==> src/rtl/mul_issue_ctrl_if.sv <==
// Bundles the core request/response channel and the multiplier_top control/result wires.
// slave: the issue controller; master: the core plus multiplier environment.
interface mul_issue_ctrl_if;
  logic        req_valid;
  logic        req_ready;
  logic [6:0]  opcode;
  logic [2:0]  funct3;
  logic [6:0]  funct7;
  logic [31:0] rs1;
  logic [31:0] rs2;
  logic [4:0]  rd;
  logic        rsp_valid;
  logic        rsp_ready;
  logic [31:0] rsp_data;
  logic [4:0]  rsp_rd;
  logic        rsp_err;
  logic        mul_en;
  logic [31:0] mul_op_a;
  logic [31:0] mul_op_b;
  logic        mul_signed_a;
  logic        mul_signed_b;
  logic        mul_upper;
  logic [31:0] mul_result;
  logic        mul_done;

  modport slave (
    input  req_valid, opcode, funct3, funct7, rs1, rs2, rd, rsp_ready, mul_result, mul_done,
    output req_ready, rsp_valid, rsp_data, rsp_rd, rsp_err,
    output mul_en, mul_op_a, mul_op_b, mul_signed_a, mul_signed_b, mul_upper
  );

  modport master (
    output req_valid, opcode, funct3, funct7, rs1, rs2, rd, rsp_ready, mul_result, mul_done,
    input  req_ready, rsp_valid, rsp_data, rsp_rd, rsp_err,
    input  mul_en, mul_op_a, mul_op_b, mul_signed_a, mul_signed_b, mul_upper
  );
endinterface

==> src/rtl/mul_issue_ctrl.sv <==
// RV32M issue controller: accepts one instruction, drives multiplier_top until done or
// timeout, then returns result/rd/err over a valid/ready response channel.
module mul_issue_ctrl #(
  parameter int unsigned TIMEOUT_CYC = 16,
  parameter int unsigned CNT_W       = 5
) (
  input  logic              clk_i,
  input  logic              rst_i,
  mul_issue_ctrl_if.slave   bus
);

  localparam logic [1:0] StIdle = 2'd0;
  localparam logic [1:0] StWait = 2'd1;
  localparam logic [1:0] StResp = 2'd2;

  logic [1:0]       state_q, state_d;
  logic [CNT_W-1:0] cnt_q, cnt_d;
  logic [31:0]      op_a_q, op_a_d;
  logic [31:0]      op_b_q, op_b_d;
  logic             sa_q, sa_d;
  logic             sb_q, sb_d;
  logic             up_q, up_d;
  logic [31:0]      rsp_data_q, rsp_data_d;
  logic [4:0]       rsp_rd_q, rsp_rd_d;
  logic             rsp_err_q, rsp_err_d;

  logic legal;

  assign legal = (bus.opcode == 7'b0110011) && (bus.funct7 == 7'b0000001) && !bus.funct3[2];

  always_comb begin
    state_d    = state_q;
    cnt_d      = cnt_q;
    op_a_d     = op_a_q;
    op_b_d     = op_b_q;
    sa_d       = sa_q;
    sb_d       = sb_q;
    up_d       = up_q;
    rsp_data_d = rsp_data_q;
    rsp_rd_d   = rsp_rd_q;
    rsp_err_d  = rsp_err_q;

    case (state_q)
      StIdle: begin
        if (bus.req_valid) begin
          rsp_rd_d = bus.rd;
          cnt_d    = '0;
          if (legal) begin
            // Operands only move on legal ops so the multiplier inputs stay quiet otherwise.
            op_a_d  = bus.rs1;
            op_b_d  = bus.rs2;
            sa_d    = (bus.funct3[1:0] != 2'b11);
            sb_d    = !bus.funct3[1];
            up_d    = (bus.funct3[1:0] != 2'b00);
            state_d = StWait;
          end else begin
            rsp_data_d = '0;
            rsp_err_d  = 1'b1;
            state_d    = StResp;
          end
        end
      end
      StWait: begin
        cnt_d = cnt_q + 1'b1;
        if (bus.mul_done) begin
          rsp_data_d = bus.mul_result;
          rsp_err_d  = 1'b0;
          state_d    = StResp;
        end else if (cnt_q == CNT_W'(TIMEOUT_CYC - 1)) begin
          rsp_data_d = '0;
          rsp_err_d  = 1'b1;
          state_d    = StResp;
        end
      end
      StResp: begin
        if (bus.rsp_ready) begin
          state_d = StIdle;
        end
      end
      default: state_d = StIdle;
    endcase
  end

  always_ff @(posedge clk_i or posedge rst_i) begin
    if (rst_i) begin
      state_q    <= StIdle;
      cnt_q      <= '0;
      op_a_q     <= '0;
      op_b_q     <= '0;
      sa_q       <= 1'b0;
      sb_q       <= 1'b0;
      up_q       <= 1'b0;
      rsp_data_q <= '0;
      rsp_rd_q   <= '0;
      rsp_err_q  <= 1'b0;
    end else begin
      state_q    <= state_d;
      cnt_q      <= cnt_d;
      op_a_q     <= op_a_d;
      op_b_q     <= op_b_d;
      sa_q       <= sa_d;
      sb_q       <= sb_d;
      up_q       <= up_d;
      rsp_data_q <= rsp_data_d;
      rsp_rd_q   <= rsp_rd_d;
      rsp_err_q  <= rsp_err_d;
    end
  end

  // Ready is masked by reset so every output reads 0 while reset is held.
  assign bus.req_ready    = (state_q == StIdle) && !rst_i;
  assign bus.rsp_valid    = (state_q == StResp);
  assign bus.rsp_data     = rsp_data_q;
  assign bus.rsp_rd       = rsp_rd_q;
  assign bus.rsp_err      = rsp_err_q;
  assign bus.mul_en       = (state_q == StWait);
  assign bus.mul_op_a     = op_a_q;
  assign bus.mul_op_b     = op_b_q;
  assign bus.mul_signed_a = sa_q;
  assign bus.mul_signed_b = sb_q;
  assign bus.mul_upper    = up_q;

endmodule
==> src/flat_wrapper.sv <==
// flat-port wrapper written by rule: the top's interface ports become plain ports
module mul_issue_ctrl_flat 
#(
  parameter int unsigned TIMEOUT_CYC = 16,
  parameter int unsigned CNT_W       = 5
)
  (clk_i, rst_i, bus_req_valid, bus_opcode, bus_funct3, bus_funct7, bus_rs1, bus_rs2, bus_rd, bus_rsp_ready, bus_mul_result, bus_mul_done, bus_req_ready, bus_rsp_valid, bus_rsp_data, bus_rsp_rd, bus_rsp_err, bus_mul_en, bus_mul_op_a, bus_mul_op_b, bus_mul_signed_a, bus_mul_signed_b, bus_mul_upper);
  mul_issue_ctrl_if bus_i ();
  input  logic clk_i;
  input  logic rst_i;
  input wire logic [$bits(bus_i.req_valid)-1:0] bus_req_valid;
  input wire logic [$bits(bus_i.opcode)-1:0] bus_opcode;
  input wire logic [$bits(bus_i.funct3)-1:0] bus_funct3;
  input wire logic [$bits(bus_i.funct7)-1:0] bus_funct7;
  input wire logic [$bits(bus_i.rs1)-1:0] bus_rs1;
  input wire logic [$bits(bus_i.rs2)-1:0] bus_rs2;
  input wire logic [$bits(bus_i.rd)-1:0] bus_rd;
  input wire logic [$bits(bus_i.rsp_ready)-1:0] bus_rsp_ready;
  input wire logic [$bits(bus_i.mul_result)-1:0] bus_mul_result;
  input wire logic [$bits(bus_i.mul_done)-1:0] bus_mul_done;
  output wire logic [$bits(bus_i.req_ready)-1:0] bus_req_ready;
  output wire logic [$bits(bus_i.rsp_valid)-1:0] bus_rsp_valid;
  output wire logic [$bits(bus_i.rsp_data)-1:0] bus_rsp_data;
  output wire logic [$bits(bus_i.rsp_rd)-1:0] bus_rsp_rd;
  output wire logic [$bits(bus_i.rsp_err)-1:0] bus_rsp_err;
  output wire logic [$bits(bus_i.mul_en)-1:0] bus_mul_en;
  output wire logic [$bits(bus_i.mul_op_a)-1:0] bus_mul_op_a;
  output wire logic [$bits(bus_i.mul_op_b)-1:0] bus_mul_op_b;
  output wire logic [$bits(bus_i.mul_signed_a)-1:0] bus_mul_signed_a;
  output wire logic [$bits(bus_i.mul_signed_b)-1:0] bus_mul_signed_b;
  output wire logic [$bits(bus_i.mul_upper)-1:0] bus_mul_upper;
  assign bus_i.req_valid = bus_req_valid;
  assign bus_i.opcode = bus_opcode;
  assign bus_i.funct3 = bus_funct3;
  assign bus_i.funct7 = bus_funct7;
  assign bus_i.rs1 = bus_rs1;
  assign bus_i.rs2 = bus_rs2;
  assign bus_i.rd = bus_rd;
  assign bus_i.rsp_ready = bus_rsp_ready;
  assign bus_i.mul_result = bus_mul_result;
  assign bus_i.mul_done = bus_mul_done;
  assign bus_req_ready = bus_i.req_ready;
  assign bus_rsp_valid = bus_i.rsp_valid;
  assign bus_rsp_data = bus_i.rsp_data;
  assign bus_rsp_rd = bus_i.rsp_rd;
  assign bus_rsp_err = bus_i.rsp_err;
  assign bus_mul_en = bus_i.mul_en;
  assign bus_mul_op_a = bus_i.mul_op_a;
  assign bus_mul_op_b = bus_i.mul_op_b;
  assign bus_mul_signed_a = bus_i.mul_signed_a;
  assign bus_mul_signed_b = bus_i.mul_signed_b;
  assign bus_mul_upper = bus_i.mul_upper;
  mul_issue_ctrl #(.TIMEOUT_CYC(TIMEOUT_CYC), .CNT_W(CNT_W)) u_core (.clk_i(clk_i), .rst_i(rst_i), .bus(bus_i));
endmodule
==> config.mk <==
export PLATFORM = sky130hd
export DESIGN_NAME = mul_issue_ctrl_flat
export DESIGN_NICKNAME = d
export VERILOG_FILES = /design/src/rtl/mul_issue_ctrl_if.sv /design/src/rtl/mul_issue_ctrl.sv /design/src/flat_wrapper.sv
export SDC_FILE = /design/constraint.sdc
export NUM_CORES = 1
export LEC_CHECK = 0
export BUFFER_PORTS_ARGS = -buffer_cell sky130_fd_sc_hd__buf_2
export CAP_MARGIN = 20
export CORE_UTILIZATION = 48
export DETAILED_ROUTE_END_ITERATION = 7
export GPL_ROUTABILITY_DRIVEN = 1
export PLACE_DENSITY = 0.85
export SETUP_SLACK_MARGIN = 0.02
export SLEW_MARGIN = 25
export SYNTH_ARGS = -nofsm -noshare
export SYNTH_HDL_FRONTEND = slang
export SYNTH_SLANG_ARGS = --single-unit
==> constraint.sdc <==
create_clock -name clk_i -period 6 [get_ports clk_i]
set_clock_uncertainty 0.2 [all_clocks]
set_input_delay 0.6 -clock clk_i [delete_from_list [all_inputs] [get_ports clk_i]]
set_output_delay 0.6 -clock clk_i [all_outputs]
set_load 0.01 [all_outputs]
* Word level (Yosys, flattened, before mapping)
Index checks and enable logic that the tools add are counted.
** Cells by class
- $lt $le $gt $ge :: 0
- Multiplexer cells :: 18
- Reduce and logical (&&, ||, !) cells :: 14
- Eq/ne operators :: 10
- Shift operators :: 0
- Divide/modulo/power cells :: 0
- Bitwise operators :: 0
- $add $sub $neg :: 1
- Multipliers :: 0
** Operators with widths (number)
- 2-to-1 mux 32 bit :: 4
- case mux 32 bit (2 select lines) :: 1
- 2-to-1 mux 2 bit :: 5
- case mux 5 bit (2 select lines) :: 1
- != test 2 bit, second input constant :: 4
- == test 7 x 1 -> 1 bit, second input constant :: 1
- == test 7 x 6 -> 1 bit, second input constant :: 1
- case mux 2 bit (3 select lines) :: 1
- AND reduction 3 bit :: 2
- adder 5 x 1 -> 5 bit, second input constant :: 1
- == test 5 x 4 -> 1 bit, second input constant :: 1
- 2-to-1 mux 5 bit :: 1
- 2-to-1 mux 1 bit :: 4
- AND reduction 2 bit :: 2
- AND reduction 4 bit :: 1
- nonzero test 2 bit :: 2
- logical AND 1 bit :: 3
- zero test 1 bit :: 3
- != test 3 x 2 -> 1 bit, second input constant :: 1
- == test 2 x 1 -> 1 bit, second input constant :: 1
- == test 2 bit, second input constant :: 1
- zero test 2 bit :: 1
- case mux 1 bit (2 select lines) :: 1
** Word-level totals
- Bits of input ports :: 123
- Output and inout port bits :: 108
- Register bits after elaboration :: 112
- Bits in latches :: 0
- Logic and storage cells :: 53
- RAM bits :: 0
- ROM bits :: 0
- Memories :: 0

* Logic depth before layout (Yosys ltp)
Gate-level depths: netlist of run 1.
- Word-level depth :: 6
- Mapped depth :: 8
- Depth with buffers taken out :: 7

* Worst setup path before layout of run 1
OpenSTA, ideal clock, no wires.
- Kind :: input to register
- Start point :: input port bus_funct7[5]
- End point :: register u_core.op_a_q[10] (netlist: u_core.bus.mul_op_a[10])
- Slack :: 3756 ps
- Cell stages on the path :: 7
- Path buffers :: 3
- Arrival :: 1919 ps
- Data required time :: 5675 ps
- Cell sequence :: nor4bb_1 nand4_1 or2_1 buf_2 buf_6 buf_6 mux2_4
** On the way
- Longest elaborated chain between the ends :: 4
** Ends and longest elaborated chain
- start: declaration :: line flat_wrapper.sv:14 : input wire logic [$bits(bus_i.funct7)-1:0] bus_funct7;
- == test 7 x 1 -> 1 bit :: line mul_issue_ctrl.sv:29 : assign legal = (bus.opcode == 7'b0110011) && (bus.funct7 == 7'b0000001) && !bus.funct3[2];
- logical AND 1 bit (2 in a row) :: line mul_issue_ctrl.sv:29
- AND reduction 3 bit (no line)
- end signal: assignment :: line mul_issue_ctrl.sv:99 : op_a_q <= op_a_d;
- end: declaration :: line mul_issue_ctrl.sv:18 : logic [31:0] op_a_q, op_a_d;
Every way passes these cells.
A chain may end at the register's enable or synchronous reset.

* Worst setup path after layout of run 1
- Start point :: register u_core.state_q[0]
- End point :: register u_core.op_a_q[30] (netlist: u_core.bus.mul_op_a[30])
** On the way
- Longest elaborated chain between the ends :: 2
** Ends and longest elaborated chain
- start: declaration :: line mul_issue_ctrl.sv:16 : logic [1:0] state_q, state_d;
- start signal: assignment :: line mul_issue_ctrl.sv:86 : state_q <= StIdle;
- start signal: assignment :: line mul_issue_ctrl.sv:97 : state_q <= state_d;
- zero test 2 bit :: line mul_issue_ctrl.sv:43 : case (state_q)
- AND reduction 3 bit (no line)
Every way passes these cells.

==> flow_summary_export.csv, run 1 <==
group,metric,value,unit
logic_synthesis,synthArstFlopShare,100,%
setup_path,cp_num_buf_inv,0,
grt,antenna_found_initial,0,
clock_network,cts_resized,0,
die,fp.coreArea,0.00872,mm^2
finish,drive_above_1_share,63.3,%
placement,post-place-ws,3.20,ns
finish,diodes,0,
setup_path,critPathRequiredTime,6.03,ns
grt,grt_pass1_vias,3103,
setup_path,cp_data_arrival_time,2.57,ns
timing,rsz0062_at_grt,"false",
clock_network,cts_sinks,112,
logic_synthesis,avgSynthCellArea,15.4,um^2
drt,vias_per_cell,5.00,
logic_synthesis,yosys.area.top_type,"dfrtp_1",
logic_synthesis,ys_ff_latch,112,
clock_network,cts.clk_slew.worst_paths,0.11,ns
logic_synthesis,synthesis.area,0.00431,mm^2
drt,wire_per_inst,15.6,um
logic_synthesis,synth_top_cells_by_area,"dfrtp_1, mux2_2, a22o_1",
die,initial_utilization,49.4,%
grt,grt_pass1_wl,15700,um
timing,fin_crit,2.54,ns
placement,dpl_cell_area,0.00553,mm^2
finish,syn_to_final_growth,32.6,%
power,p_leak,3.45,nW
drt,drtIter0Drc,36,
run,drv_cap,0,
status,status,"complete, no violations",
setup_path,worst_path_largest_cell_delay,0.85,ns
logic_synthesis,yosysSeqAreaShare,65.0,%
placement,hpwlAfterDp,7130,um
clock_network,cts_hold_buffers,0,
timing,finalSetupTns,0,ns
setup_path,crit_slowest_cell,"or2_4",
logic_synthesis,synth_enable_flop_cells,0,
clock_network,root_buffer,"clkbuf_8",
die,pin_count,231,
placement,placed_cells,602,
timing,fin_crit_sh,42.3,%
timing,setup_violations,0,
logic_synthesis,synthDistinctLibCells,27,
setup_path,crit_family,"simple AND/OR/NAND/NOR gates",
logic_synthesis,syn_nets,405,
finish,finish.instance_area,0.00571,mm^2
logic_synthesis,synth_warnings,0,
timing,hold_violations,0,
finish,fin_nets,630,
finish,final_common_cell,"buf_2",
clock_network,cts_buffers,9,
die,core.rowCount,34,
logic_synthesis,ys.flop_type,"dfrtp_1",
logic_synthesis,syn_inst,280,
die,fp.dieArea,0.00936,mm^2
placement,gp_congestion,0.747,
grt,track_usage,21.1,%
die,fp.dieH,96.8,um
logic_synthesis,synth_top_area_share,65.0,%
timing,setup_ws,3.46,ns
drt,routed_wl,9640,um
setup_path,crit_path_end_kind,"register",
finish,final_cell_mix,"buf_2, dfrtp_1, mux2_2",
timing,relSlewSlack,32.4,%
placement,io_buffers,230,
drt,drc,0,
drt,antenna_left,0,
grt,grt_max_degree,69,
drt,num_vias,3086,
timing,tightest_slew,1.01,ns
setup_path,start_kind,"register",
clock_network,clk_latency,0.36,ns
drt,dr.pass1.iters,4,
clock_network,cts_buffer_depth,2,
setup_path,crit_chain,"nor2_1 > nand2_1 > or2_4 > mux2_2",
setup_path,worstPathMaxFanout,68,
timing,fmax,394,MHz
clock_network,cts_setup_buffers,0,
setup_path,worst-setup-path-type,"reg -> reg",
clock_network,cts-htree-levels,3,
clock_network,cts_tree,"built",
timing,report.final.slew_viol_count,0,
power,peakVddDrop,0.0992,mV
finish,fin_cells,617,
die,die_w,96.8,um
min_path,hold_class,"in -> async",
grt,grt_overflow,0,
power,powerDensity,226,mW/mm^2
==> metrics by stage <==
stage | power, mW | util (%) | hold slack (ns)
5_1_grt | 1.35 | 65.5 | 0.158
4_1_cts | 1.30 | 65.5 | 0.131
6_report | 1.29 | 65.5 | 0.119
3_5_place_dp | 0.879 | 63.4 | 0.287
2_1_floorplan | 0.820 | - | 0.265
3_3_place_gp | 0.876 | 63.3 | 0.282
==> worst paths after layout <==
path	startpoint	end	slack, ns	depth (start not counted)
min	rst_i	u_core.bus.rsp_data[8]$_DFFE_PP0P_	0.12	2
max	u_core.state_q[0]$_DFFE_PP0P_	u_core.bus.mul_op_a[30]$_DFFE_PP0P_	3.46	4
max in group asynchronous	rst_i	u_core.bus.mul_op_a[2]$_DFFE_PP0P_	4.27	3
min in group clk_i	bus_rsp_ready	u_core.state_q[1]$_DFFE_PP0P_	0.21	2
min reg2reg	u_core.bus.mul_op_b[31]$_DFFE_PP0P_	u_core.bus.mul_op_b[31]$_DFFE_PP0P_	0.31	1
max reg2reg	u_core.state_q[0]$_DFFE_PP0P_	u_core.bus.mul_op_a[30]$_DFFE_PP0P_	3.46	4
==> sequential cells by signal, summed over array words and instances, names as in the netlist <==
signal                   cells
u_core.bus.rsp_rd            5
u_core.bus.mul_op_b         32
u_core.bus.mul_upper         1
u_core.bus.mul_signed_b      1
u_core.bus.rsp_err           1
u_core.bus.mul_signed_a      1
u_core.bus.rsp_data         32
u_core.state_q               2
u_core.bus.mul_op_a         32
u_core.cnt_q                 5
==> metal layers <==
layer / up-vias / routed length [um] / global-route usage [%]
li1: 1446 / - / -
met1: 1478 / 4160 / 27.5
met2: 151 / 4650 / 34.8
met3: 11 / 696 / 5.13
met4: 0 / 142 / 7.23
met5: - / 0 / 0
==> power breakdown <==
group	switching (mW)	internal, mW
clock	0.248	0.178
sequential	0.00496	0.763
combinational	0.0491	0.0452
==> kinds of logic after synthesis <==
kind of cell,count (synthesis),share of synthesized area (%)
mux,72,20.2
compound gates,42,7.72
buf+inv,23,2.70
xor+xnor,1,0.203
flops,112,65.0
simple gates,28,3.54
fa+ha+maj,2,0.580
==> synth_stat cells, types with 2 or more instances <==
master    number
mux2i_1        2
nand2_1        7
a21oi_1        2
nor3_1         2
nor4bb_1       2
nand2b_1       2
mux2_2        53
a22o_1        32
inv_1          5
buf_6          3
nor2_1         5
ha_1           2
o21ai_0        6
dfrtp_1      112
buf_2          6
clkbuf_1       8
nand3_1        5
mux2_4        17
==> final cells by class <==
type / count / area (um^2)
sequential: 112 / 2800
timing repair buffer: 231 / 1160
multi-input combinational: 145 / 1410
tap: 108 / 135
clock inverter: 4 / 35.0
inverter: 6 / 25.0
fill: 638 / 3010
clock buffer: 11 / 151
No activity file was read; power rests on OpenSTA's default activity.
==> run 2: changes to the inputs <==
CORE_UTILIZATION = 40   (was 48)
PLACE_DENSITY = 0.76   (was 0.85)
clock period = 2.2 ns   (was 6 ns; I/O delays follow)
==> run 2 against run 1 <==
Net effect:
- critical path depth is 4 higher
- setup slack worse by 3.3 ns
- global-route usage is 0.99 points higher
- utilization is 1.3 points higher
- worst hold slack better by 0.060 ns
- clock power grew to 3.1 times the previous value
- clock-buffer cell count stayed put
- cell count is 23% higher
- sequential share of layout area is 8.6 points lower
- first-iteration DRC count grew to 4.9 times the previous value
- cell area is 21% higher
- critical endpoint is now u_core.bus.rsp_data[18]$_DFFE_PP0P_
- die area is 20% higher
==> flow_summary_export.csv, run 2 (synthesized netlist as in run 1, its figures left out) <==
group,metric,value,unit
clock_network,cts-htree-levels,3,
finish,final_cell_mix,"buf_2, dfrtp_1, dlygate4sd3_1",
die,fp.dieArea,0.0112,mm^2
placement,io_buffers,230,
setup_path,worst-setup-path-type,"reg -> reg",
run,drv_cap,0,
timing,tightest_slew,0.736,ns
timing,setup_violations,0,
die,fp.coreArea,0.0104,mm^2
die,die_w,106,um
power,p_leak,3.94,nW
grt,grt_pass1_vias,3849,
setup_path,cp_data_arrival_time,2.11,ns
clock_network,root_buffer,"clkbuf_8",
drt,drtIter0Drc,175,
setup_path,worst_path_largest_cell_delay,0.40,ns
timing,fin_crit_sh,93.7,%
timing,report.final.slew_viol_count,0,
die,initial_utilization,41.6,%
drt,vias_per_cell,4.79,
drt,wire_per_inst,16.4,um
finish,diodes,0,
setup_path,worstPathMaxFanout,34,
finish,fin_nets,743,
grt,antenna_found_initial,0,
finish,final_common_cell,"buf_2",
clock_network,cts_buffers,9,
setup_path,critPathRequiredTime,2.25,ns
finish,drive_above_1_share,52.8,%
power,power,3.85,mW
placement,hpwlAfterDp,7550,um
clock_network,cts.clk_slew.worst_paths,0.09,ns
die,core.rowCount,37,
grt,grt_pass1_wl,18800,um
setup_path,crit_family,"compound AO/OA/AOI/OAI gates",
finish,register_area,0.00280,mm^2
grt,track_usage,22.1,%
timing,fin_crit,2.06,ns
drt,num_vias,3633,
power,peakVddDrop,0.348,mV
timing,hold_violations,0,
timing,finalSetupTns,0,ns
die,fp.dieH,106,um
placement,gp_congestion,0.780,
drt,antenna_left,0,
setup_path,start_kind,"register",
grt,grt_overflow,0,
finish,syn_to_final_growth,60.8,%
clock_network,cts_buffer_depth,2,
die,pin_count,231,
clock_network,clk_latency,0.36,ns
timing,relSlewSlack,51.0,%
drt,drc,0,
finish,multi_input_area,0.00140,mm^2
drt,routed_wl,12400,um
min_path,hold_class,"in -> reg",
status,status,"complete, no violations",
timing,fmax,485,MHz
clock_network,cts_tree,"built",
drt,dr.pass1.iters,4,
setup_path,crit_chain,"ha_1 > and3_1 > ha_1 > nor2_1 > a211oi_2 > o21ai_2 > buf_12 > a22o_1",
power,powerDensity,555,mW/mm^2
timing,rsz0062_at_grt,"false",
clock_network,cts_sinks,112,
grt,grt_max_degree,61,
setup_path,cp_num_buf_inv,1,
setup_path,crit_path_end_kind,"register",
finish,n_fill_cell,720,
setup_path,cp_common_cell,"ha_1",
setup_path,crit_slowest_cell,"dfrtp_1",
run 2: worst paths after layout:
check | start | end | slack, ns | cells after the start
setup / recovery | u_core.cnt_q[0]$_DFFE_PP0P_ | u_core.bus.rsp_data[18]$_DFFE_PP0P_ | 0.14 | 8
hold / removal | bus_req_valid | u_core.cnt_q[1]$_DFFE_PP0P_ | 0.18 | 5
setup reg to reg | u_core.cnt_q[0]$_DFFE_PP0P_ | u_core.bus.rsp_data[18]$_DFFE_PP0P_ | 0.14 | 8
hold reg to reg | u_core.cnt_q[2]$_DFFE_PP0P_ | u_core.cnt_q[2]$_DFFE_PP0P_ | 0.30 | 1
max in group asynchronous | rst_i | u_core.bus.mul_op_a[29]$_DFFE_PP0P_ | 0.85 | 4
min in group asynchronous | rst_i | u_core.bus.rsp_rd[0]$_DFFE_PP0P_ | 0.42 | 4
run 2: layout make-up:
type                            count  share of cell area [%]
Clock buffer                       11                    2.04
Tap cell                          136                    2.45
Sequential cell                   112                    40.4
Clock inverter                      5                    1.16
Timing Repair Buffer              344                    33.3
Multi-Input combinational cell    145                    20.2
Inverter                            6                   0.379
run 2: tightest hold or removal path: stages:
cell and delay, ns:
buf_2 0.09, nand2_1 0.07, buf_4 0.19, nand3_1 0.09, nand2_1 0.05
run 2: stage by stage:
step / worst slack [ns] / cells / instance area (um^2) / util [%] / hold slack (ns)
5_1_grt: 0.0340 / 759 / 6930 / 66.9 / 0.207
6_report: 0.138 / 759 / 6930 / 66.9 / 0.179
3_3_place_gp: 0.138 / 637 / 5650 / 54.4 / 0.215
3_5_place_dp: 0.118 / 637 / 5650 / 54.4 / 0.217
4_1_cts: 0.0716 / 759 / 6930 / 66.8 / 0.158
2_1_floorplan: 0.112 / 280 / 4310 / - / 0.128
run 2: what timing repair did:
action | CTS | global route
resized for setup | 0 | 1
setup buffers | 0 | 0
hold buffers | 106 | 0
hold endpoints to repair | 218 | 0
endpoints found under the setup margin | 0 | 32
run 2: power breakdown:
| group | switching, mW | internal, mW | total (mW) |
|---|---|---|---|
| combinational | 0.171 | 0.257 | 0.427 |
| clock | 0.658 | 0.671 | 1.33 |
| sequential | 0.0139 | 2.08 | 2.09 |
| total | 0.842 | 3.01 | 3.85 |
run 2: layer usage:
layer / up-vias / part of all wire (%) / global-route usage [%]
met5: - / 0 / 0
met4: 0 / 2.1 / 10.2
met3: 24 / 6.2 / 3.71
met2: 178 / 52 / 41.4
met1: 1762 / 39 / 24.3
li1: 1669 / - / -
==> run 3: changes to the inputs <==
PLACE_DENSITY = 0.81   (was 0.76)
==> run 3 against run 2 <==
Net effect:
- non-clock buffer count grew 5
- sequential share of layout area fell by 0.19 points
- global-route usage is 1.8 points higher
- cell area increased by 0.47%
- clock power is 4% lower
- sequential power about the same
==> flow_summary_export.csv, run 3 (synthesized netlist as in run 1, its figures left out) <==
group,metric,value,unit
finish,finish.instance_area,0.00697,mm^2
setup_path,worst-setup-path-type,"reg -> reg",
power,peakVddDrop,0.636,mV
timing,whs,0.150,ns
placement,post-place-ws,-0.0363,ns
power,power,3.81,mW
setup_path,worstPathMaxFanout,34,
placement,io_buffers,230,
die,die_w,106,um
grt,track_usage,23.9,%
timing,setup_violations,0,
finish,post-route-util,67.2,%
run,drv_cap,0,
die,fp.dieArea,0.0112,mm^2
timing,hold_violations,0,
die,fp.dieH,106,um
clock_network,cts-htree-levels,3,
timing,rsz0062_at_grt,"false",
clock_network,cts_sinks,112,
timing,tightest_slew,0.585,ns
clock_network,cts_tree,"built",
grt,grt_max_degree,113,
min_path,hold_class,"in -> reg",
power,p_leak,3.96,nW
finish,final_common_cell,"buf_2",
placement,dpl_cell_area,0.00568,mm^2
clock_network,clk_latency,0.38,ns
die,core.rowCount,37,
finish,n_fill_cell,703,
finish,syn_to_final_growth,61.6,%
timing,setup_ws,0.135,ns
setup_path,critPathRequiredTime,2.26,ns
clock_network,root_buffer,"clkbuf_8",
setup_path,start_kind,"register",
setup_path,crit_path_end_kind,"register",
die,pin_count,231,
grt,grt_pass1_vias,4019,
setup_path,cp_data_arrival_time,2.13,ns
timing,fin_crit_sh,93.9,%
grt,grt_pass1_wl,20300,um
drt,antenna_left,0,
timing,fmax,484,MHz
clock_network,cts_buffer_depth,2,
drt,num_vias,3682,
placement,gp_congestion,0.722,
finish,fin_nets,748,
timing,relSlewSlack,61.0,%
finish,final_cell_mix,"buf_2, dfrtp_1, dlygate4sd3_1",
drt,routed_wl,12700,um
grt,grt_overflow,0,
drt,vias_per_cell,4.82,
placement,hpwlAfterDp,7630,um
drt,wire_per_inst,16.7,um
power,powerDensity,547,mW/mm^2
drt,dr.pass1.iters,4,
finish,drive_above_1_share,53.5,%
drt,drtIter0Drc,151,
timing,report.final.slew_viol_count,0,
finish,diodes,0,
grt,antenna_found_initial,0,
die,fp.coreArea,0.0104,mm^2
status,status,"complete, no violations",
timing,fin_crit,2.07,ns
clock_network,cts_buffers,9,
clock_network,cts.clk_slew.worst_paths,0.11,ns
die,initial_utilization,41.6,%
drt,drc,0,
==> run 3: cell types whose count changed in the layout (fill, tap and decap cells not counted) <==
cell and change:
buf_4 +5, bufinv_16 -1, clkbuf_1 -1, clkinv_2 -1, clkinv_4 +3, clkinvlp_4 -2
ha_1 -1, ha_2 +1, inv_6 +1, inv_8 +1
==> run 3: area by class of cell <==
cell class | count | area [um^2] | area share (%)
flip-flops and latches | 112 | 2800 | 40.2
repair buffers | 349 | 2350 | 33.7
multi-input cells | 145 | 1410 | 20.2
well taps | 136 | 170 | 2.44
clock buffers | 10 | 138 | 1.98
clock inverters | 6 | 76.3 | 1.10
inverters | 6 | 26.3 | 0.377
==> run 3: path summary, 6_finish.rpt <==
| kind | from | end | slack, ns | depth (start not counted) |
|---|---|---|---|---|
| max reg2reg | u_core.cnt_q[0]$_DFFE_PP0P_ | u_core.bus.rsp_data[30]$_DFFE_PP0P_ | 0.13 | 8 |
| min | bus_req_valid | u_core.cnt_q[1]$_DFFE_PP0P_ | 0.15 | 5 |
| min reg2reg | u_core.bus.mul_op_b[15]$_DFFE_PP0P_ | u_core.bus.mul_op_b[15]$_DFFE_PP0P_ | 0.31 | 1 |
| max | u_core.cnt_q[0]$_DFFE_PP0P_ | u_core.bus.rsp_data[30]$_DFFE_PP0P_ | 0.13 | 8 |
| max in group asynchronous | rst_i | u_core.bus.mul_op_a[14]$_DFFE_PP0P_ | 0.96 | 4 |
| min in group asynchronous | rst_i | u_core.bus.rsp_rd[2]$_DFFE_PP0P_ | 0.40 | 4 |
==> run 3: power breakdown <==
part	leakage [nW]	internal, mW	switching (mW)
combinational	2.31	0.259	0.175
sequential	1.54	2.08	0.0132
clock	0.109	0.576	0.707
==> run 3: routing by layer <==
layer  up-vias  track usage (%)  part of all wire [%]
met4         0             11.2                   3.5
met5         -                0                     0
met1      1760             27.7                    39
met3        34             6.68                   7.5
met2       201             40.9                    50
li1       1687                -                     -
==> run 3: worst max-delay path: stages, from the launching register on <==
cell and delay [ns]:
dfrtp_1 0.41, ha_2 0.21, and3_1 0.16, ha_1 0.16, nor2_1 0.07, a211oi_2 0.21
o21ai_2 0.10, buf_12 0.17, a22o_1 0.24
==> run 3: repair_timing <==
item | 4_1_cts | 5_1_grt
endpoints found under the hold margin | 218 | 0
setup buffers | 0 | 1
hold buffers | 106 | 0
setup endpoints to repair | 0 | 34
resized for setup | 0 | 2
==> run 3: through the flow <==
| stage | setup TNS, ns | std cells |
|---|---|---|
| final | 0 | 764 |
| after global routing | 0 | 764 |
| after CTS | 0 | 763 |
| after detailed placement | -0.417 | 641 |
| after global placement | -0.102 | 641 |
| after floorplan | 0 | 280 |
